File: config.mk
export PLATFORM = sky130hd
export DESIGN_NAME = rvv_vd_collector
export DESIGN_NICKNAME = d
export VERILOG_FILES = /design/src/rtl/rvv_pkg.sv /design/src/rtl/rvv_chunk_merge.sv /design/src/rtl/rvv_vd_collector.sv
export SDC_FILE = /design/constraint.sdc
export NUM_CORES = 1
export LEC_CHECK = 0
export ABC_CLOCK_PERIOD_IN_PS = 8300
export BUFFER_PORTS_ARGS = -buffer_cell sky130_fd_sc_hd__buf_2
export CAP_MARGIN = 5
export CORE_MARGIN = 2
export CORE_UTILIZATION = 40
export DETAILED_ROUTE_END_ITERATION = 10
export SKIP_CTS_REPAIR_TIMING = 1
export SYNTH_ARGS = -nofsm -noshare
export SYNTH_HDL_FRONTEND = slang
export SYNTH_SLANG_ARGS = --single-unit
export TNS_END_PERCENT = 100
File: constraint.sdc
create_clock -name clk -period 8.3 [get_ports clk]
set_input_delay 1.245 -clock clk [delete_from_list [all_inputs] [get_ports clk]]
set_output_delay 1.245 -clock clk [all_outputs]
set_load 0.02 [all_outputs]
File: src/rtl/rvv_pkg.sv
// Shared definitions for the vector destination collector: FSM state
// encoding, legal chunk-width codes and the byte-enable helper.
package rvv_pkg;

   typedef enum logic [1:0] {
      ST_IDLE    = 2'd0,
      ST_COLLECT = 2'd1,
      ST_WRITE   = 2'd2,
      ST_DONE    = 2'd3
   } coll_state_e;

   // log2 of the chunk size in bits
   localparam logic [2:0] CW_8  = 3'd3;
   localparam logic [2:0] CW_16 = 3'd4;
   localparam logic [2:0] CW_32 = 3'd5;
   localparam logic [2:0] CW_64 = 3'd6;

   // Widest supported register (VLEN = 512) in bytes.
   localparam int unsigned MAX_BYTES = 64;

   // Byte i is enabled when it lies below the active byte count.
   function automatic logic [MAX_BYTES-1:0] be_from_nbytes(input logic [7:0] nbytes);
      logic [MAX_BYTES-1:0] be;
      be = '0;
      for (int i = 0; i < MAX_BYTES; i++) begin
         if (8'(i) < nbytes) begin
            be[i] = 1'b1;
         end else begin
            be[i] = 1'b0;
         end
      end
      return be;
   endfunction

endpackage

File: src/rtl/rvv_chunk_merge.sv
// Combinational insertion of one lane-result chunk into the destination
// image: validates the chunk, then overwrites the covered bytes and marks
// them in the byte mask. Illegal chunks leave buffer and mask untouched.
module rvv_chunk_merge
   import rvv_pkg::*;
#(
   parameter int unsigned VLEN = 128
) (
   input  logic [VLEN-1:0]   buf_i,
   input  logic [VLEN/8-1:0] mask_i,
   input  logic [63:0]       data_i,
   input  logic [9:0]        index_i,
   input  logic [2:0]        width_i,
   input  logic [7:0]        nbytes_i,
   output logic [VLEN-1:0]   buf_o,
   output logic [VLEN/8-1:0] mask_o,
   output logic              illegal_o
);

   localparam int unsigned BYTES = VLEN / 8;

   logic [3:0]  span_s;       // chunk size in bytes
   logic        width_ok_s;
   logic [10:0] end_bit_s;    // first bit past the chunk
   logic [10:0] limit_bit_s;  // first bit past the active region
   logic [6:0]  rel_s;        // byte position relative to chunk start

   // Decode the chunk width code into a byte span.
   always_comb begin
      case (width_i)
         CW_8:    begin span_s = 4'd1; width_ok_s = 1'b1; end
         CW_16:   begin span_s = 4'd2; width_ok_s = 1'b1; end
         CW_32:   begin span_s = 4'd4; width_ok_s = 1'b1; end
         CW_64:   begin span_s = 4'd8; width_ok_s = 1'b1; end
         default: begin span_s = 4'd0; width_ok_s = 1'b0; end
      endcase
   end

   assign end_bit_s   = {1'b0, index_i} + {4'b0000, span_s, 3'b000};
   assign limit_bit_s = {nbytes_i, 3'b000};
   assign illegal_o   = (index_i[2:0] != 3'b000) || !width_ok_s ||
                        (end_bit_s > limit_bit_s);

   // Overwrite every destination byte covered by a legal chunk.
   always_comb begin
      buf_o  = buf_i;
      mask_o = mask_i;
      rel_s  = 7'd0;
      for (int b = 0; b < BYTES; b++) begin
         // bytes below the chunk wrap to large values and fall outside the span
         rel_s = 7'(b) - index_i[9:3];
         if (!illegal_o && (rel_s < {3'b000, span_s})) begin
            buf_o[b*8 +: 8] = data_i[{rel_s[2:0], 3'b000} +: 8];
            mask_o[b]       = 1'b1;
         end else begin
            buf_o[b*8 +: 8] = buf_i[b*8 +: 8];
            mask_o[b]       = mask_i[b];
         end
      end
   end

endmodule

File: src/rtl/rvv_vd_collector.sv
// Collects lane-width ALU result chunks into one VLEN-wide destination image
// and commits it to the VRF in a single byte-enabled write.
module rvv_vd_collector
   import rvv_pkg::*;
#(
   parameter int unsigned VLEN   = 128,
   parameter int unsigned ADDR_W = 5
) (
   input  logic              clk,
   input  logic              reset,
   input  logic              start,
   input  logic [ADDR_W-1:0] vd_addr,
   input  logic [7:0]        nbytes,
   input  logic              flush,
   input  logic              chunk_valid,
   output logic              chunk_ready,
   input  logic [63:0]       chunk_data,
   input  logic [9:0]        chunk_index,
   input  logic [2:0]        chunk_width,
   output logic              wr_valid,
   input  logic              wr_ready,
   output logic [ADDR_W-1:0] wr_addr,
   output logic [VLEN-1:0]   wr_data,
   output logic [VLEN/8-1:0] wr_be,
   output logic              busy,
   output logic              done,
   output logic              err
);

   localparam int unsigned BYTES   = VLEN / 8;
   localparam logic [7:0]  BYTES_B = 8'(BYTES);

   coll_state_e       state_q, state_d;
   logic [VLEN-1:0]   buf_q, buf_d;
   logic [BYTES-1:0]  mask_q, mask_d;
   logic              err_q, err_d;
   logic [ADDR_W-1:0] addr_q, addr_d;
   logic [7:0]        nb_q, nb_d;
   logic              wr_valid_q, done_q, busy_q, ready_q;
   logic [BYTES-1:0]  wr_be_q;

   logic [7:0]           nb_clamp_s;
   logic [MAX_BYTES-1:0] be_full_s;
   logic [BYTES-1:0]     be_s;
   logic [VLEN-1:0]      m_buf_s;
   logic [BYTES-1:0]     m_mask_s;
   logic                 m_illegal_s;

   assign nb_clamp_s = (nbytes > BYTES_B) ? BYTES_B : nbytes;
   assign be_full_s  = be_from_nbytes(nb_q);
   assign be_s       = be_full_s[BYTES-1:0];

   if (BYTES < MAX_BYTES) begin : g_be_tail
      logic unused_be_s;
      assign unused_be_s = ^be_full_s[MAX_BYTES-1:BYTES];
   end

   rvv_chunk_merge #(.VLEN(VLEN)) u_merge (
      .buf_i     (buf_q),
      .mask_i    (mask_q),
      .data_i    (chunk_data),
      .index_i   (chunk_index),
      .width_i   (chunk_width),
      .nbytes_i  (nb_q),
      .buf_o     (m_buf_s),
      .mask_o    (m_mask_s),
      .illegal_o (m_illegal_s)
   );

   // Next-state and datapath update; flush outranks chunks and wr_ready.
   always_comb begin
      state_d = state_q;
      buf_d   = buf_q;
      mask_d  = mask_q;
      err_d   = err_q;
      addr_d  = addr_q;
      nb_d    = nb_q;
      case (state_q)
         ST_IDLE: begin
            if (start) begin
               addr_d  = vd_addr;
               nb_d    = nb_clamp_s;
               buf_d   = '0;
               mask_d  = '0;
               err_d   = 1'b0;
               state_d = (nb_clamp_s == 8'd0) ? ST_DONE : ST_COLLECT;
            end else begin
               state_d = ST_IDLE;
            end
         end
         ST_COLLECT: begin
            if (flush) begin
               buf_d   = '0;
               mask_d  = '0;
               state_d = ST_IDLE;
            end else if (chunk_valid) begin
               // merge leaves buffer and mask unchanged on an illegal chunk
               buf_d  = m_buf_s;
               mask_d = m_mask_s;
               err_d  = err_q | m_illegal_s;
               if ((m_mask_s & be_s) == be_s) begin
                  state_d = ST_WRITE;
               end else begin
                  state_d = ST_COLLECT;
               end
            end else begin
               state_d = ST_COLLECT;
            end
         end
         ST_WRITE: begin
            if (flush) begin
               buf_d   = '0;
               mask_d  = '0;
               state_d = ST_IDLE;
            end else if (wr_ready) begin
               state_d = ST_DONE;
            end else begin
               state_d = ST_WRITE;
            end
         end
         ST_DONE: begin
            if (flush) begin
               buf_d  = '0;
               mask_d = '0;
            end else begin
               mask_d = mask_q;
            end
            state_d = ST_IDLE;
         end
         default: begin
            buf_d   = '0;
            mask_d  = '0;
            state_d = ST_IDLE;
         end
      endcase
   end

   // Collector FSM: state, image buffer and outputs registered from next state.
   always_ff @(posedge clk or posedge reset) begin
      if (reset) begin
         state_q    <= ST_IDLE;
         buf_q      <= '0;
         mask_q     <= '0;
         err_q      <= 1'b0;
         addr_q     <= '0;
         nb_q       <= 8'd0;
         wr_valid_q <= 1'b0;
         done_q     <= 1'b0;
         busy_q     <= 1'b0;
         ready_q    <= 1'b0;
         wr_be_q    <= '0;
      end else begin
         state_q    <= state_d;
         buf_q      <= buf_d;
         mask_q     <= mask_d;
         err_q      <= err_d;
         addr_q     <= addr_d;
         nb_q       <= nb_d;
         wr_valid_q <= (state_d == ST_WRITE);
         done_q     <= (state_d == ST_DONE);
         busy_q     <= (state_d != ST_IDLE);
         ready_q    <= (state_d == ST_COLLECT);
         wr_be_q    <= (state_d == ST_WRITE) ? be_s : '0;
      end
   end

   // Tail bytes of the buffer are never written, so gating yields a clean image.
   assign wr_data     = buf_q & {VLEN{wr_valid_q}};
   assign wr_valid    = wr_valid_q;
   assign wr_be       = wr_be_q;
   assign wr_addr     = addr_q;
   assign chunk_ready = ready_q;
   assign busy        = busy_q;
   assign done        = done_q;
   assign err         = err_q;

endmodule

==> results.json <==
{
  "cp_max_fo": 13,
  "worst_pin_slew_ps": 1130,
  "arrival_ps": 5820,
  "async_reset_ff_share_pct": 100,
  "drc_errors": 0,
  "synth.mux.area_fraction_pct": 24.2,
  "die_w_um": 183,
  "place_ws_ps": 2400,
  "htreeDepth": 4,
  "setup-violations-final": 0,
  "avgRoutedWirePerCell_um": 21.5,
  "synthCells": 1248,
  "avgSynthCellArea_um2": 10.2,
  "grt_usage_pct": 24.4,
  "slew_violations": 0,
  "p_leak_nw": 7.34,
  "drive_above_1_share_pct": 35.7,
  "slowest_stage": "or3b_2",
  "hold_violations": 0,
  "drv_cap": 0,
  "grt_pass1_wl_mm": 61.9,
  "seq_power_share_pct": 39.6,
  "final_common_cell": "buf_2",
  "synth.yosys.seq_area_share_pct": 35.3,
  "cp.depth": 17,
  "fp-row-count": 65,
  "path_clk_slew_ps": 80,
  "fmax_mhz": 182,
  "path_class": "input pin to flop",
  "power_frac_comb_pct": 28.2,
  "grt_pass1_vias": 10200,
  "power.total_mw": 2.60,
  "peakVddDrop_mv": 0.142,
  "final_cell_mix": "buf_2 (248), dfrtp_1 (179), nand2_1 (150)",
  "ys_ff_latch": 180,
  "postRouteAntennaNets": 0,
  "r2r-end": "buf_q[112]",
  "crit_start": "chunk_width[0]",
  "crit_family": "compound AO/OA/AOI/OAI gates",
  "syn-cell-area_um2": 12800,
  "grt_max_degree": 130,
  "finalSetupTns_ps": 0,
  "p_sw_share_pct": 34.1,
  "whs_ps": 476,
  "regArea_um2": 4510,
  "relSlewSlack_pct": 24.6,
  "clockPowerShare_pct": 32.2,
  "ff2ff_path_depth": 10,
  "crit_chain": "buf_2 -> or3b_2 -> ha_1 -> a21o_1 -> a21oi_1 -> nor2b_1 -> o21ai_0 -> xnor2_1 -> ha_1 -> a211oi_1 -> nor2_1 -> nand4bb_1 -> a21boi_2 -> nand2_1 -> o21ai_0 -> nand2_1 -> mux2_2",
  "p_switching_mw": 0.889,
  "setup_slack_ps": 2810,
  "yosys.area_share.simple_pct": 18.9,
  "dp_cells": 1839,
  "status": "finished, final reports clean",
  "syn2layout_area_growth_pct": 16.8,
  "synth_top_flop_cell": "dfrtp_1",
  "endpoint": "buf_q[112]",
  "synth_edf_count": 0,
  "die_y_um": 183,
  "nets": 1611,
  "synthXorXnorAreaFrac_pct": 2.13,
  "cp-start-kind": "input pin",
  "crit_buf_inv": 1,
  "ys_types": 81,
  "viasPerCell": 5.67,
  "synth_nets": 1403,
  "synth_top_family_by_area": "multiplexers",
  "place_congestion": 0.909,
  "portBuffers": 249,
  "die_area_um2": 33400,
  "hpwl_mm": 30.3,
  "antenna_found_initial": 6,
  "first_iter_violations": 960,
  "rsz0062_at_grt": "no",
  "clock_latency_ps": 450,
  "initial_core_util_pct": 40.6,
  "clock-root-buffer": "clkbuf_16",
  "end_kind": "flop",
  "cts_buffers": 17,
  "multi_input_area_um2": 7810,
  "core_area_um2": 31500,
  "slowest_delay_ps": 610,
  "finalClockSkew_ps": 15.3,
  "synth_warnings": 0,
  "grt_overflow": 0,
  "reg2reg_slack_ps": 4760,
  "finalCriticalPeriod_ps": 5490,
  "min_path_type": "flop to flop",
  "cts_tree": "yes",
  "power_density_nw_per_um2": 174,
  "fin_cells": 1876,
  "synth_compound_area_share_pct": 10.1,
  "cts_buffer_depth": 2,
  "first_pass_iters": 6,
  "vias": 10600,
  "synth_adder_area_share_pct": 5.84,
  "crit_required_ps": 8630,
  "num-fill-cells": 2992,
  "r2r_start": "nb_q[3]",
  "timing.final.crit_share_pct": 66.2,
  "cts.sinks": 180,
  "ios": 250,
  "routed_wl_mm": 40.4,
  "internal-power_mw": 1.71
}
==> worst min-delay path by stage <==
stage | startpoint | to | slack [ps] | depth (start not counted)
floorplan | mask_q[12] | mask_q[12] | 450 | 2
global placement | wr_addr[3] | wr_addr[3] | 460 | 2
detailed placement | wr_addr[2] | wr_addr[2] | 460 | 2
CTS | wr_addr[3] | wr_addr[3] | 480 | 2
global route | wr_addr[2] | wr_addr[2] | 500 | 2
finish | wr_addr[2] | wr_addr[2] | 480 | 2
==> metal layers <==
metal  vias up  GRT usage [%]  wire (um)
li1       4859              -          -
met2       460           37.2      18300
met3        53           5.65       3180
met1      5254           34.9      18100
met4         4           6.35        732
met5         -              0         25
==> layout make-up <==
cell class,instances,area share [%]
clock inverters,14,1.09
multi-input cells,958,52.4
flip-flops and latches,180,30.2
clock buffers,18,2.94
repair buffers,260,8.92
diodes,5,0.0839
inverters,39,1.01
well taps,402,3.37
==> Yosys cell counts, drive strengths merged (29+ instances only) <==
cell type | number | area share (%)
buf | 30 | 1.3
clkbuf | 41 | 1.2
o21ai | 29 | 1.1
ha | 58 | 5.7
a21oi | 100 | 4.0
inv | 35 | 1.0
mux4 | 64 | 11
mux2 | 131 | 12
nor2 | 72 | 2.3
dfrtp | 180 | 35
and2 | 135 | 6.6
nand2 | 150 | 4.4
==> power by group through the flow <==
stage | logic, mW | clock network (mW) | registers [mW]
global route | 0.796 | 0.887 | 1.04
CTS | 0.731 | 0.850 | 1.03
global placement | 0.716 | 0 | 1.04
finish | 0.734 | 0.839 | 1.03
floorplan | 0.497 | 0 | 1.04
detailed placement | 0.728 | 0 | 1.04
==> state kept, by name, indices dropped and copies added, names as in the netlist <==
signal       flops
buf_q          128
mask_q          16
wr_be           16
nb_q             8
wr_addr          5
state_q          2
busy             1
chunk_ready      1
done             1
err              1
wr_valid         1
==> per-stage QoR <==
step	area [um2]	util [%]
floorplan	12800	-
global placement	14300	45.4
detailed placement	14300	45.4
CTS	14900	47.4
global route	14900	47.4
finish	14900	47.4
==> logic make-up after synthesis <==
logic type	count (synthesis)
AOI/OAI and AO/OA	202
xor gates and xnor gates	31
adders and majority gates	59
buffers and inverters	110
DFF	180
muxes	212
and+or+nand+nor	454
==> tightest hold or removal path, cell delays in order (launching register included) <==
cell	delay [ps]
dfrtp_1	340
nand2_1	50
nand2_1	60
Power figures use the tool's default switching activity.
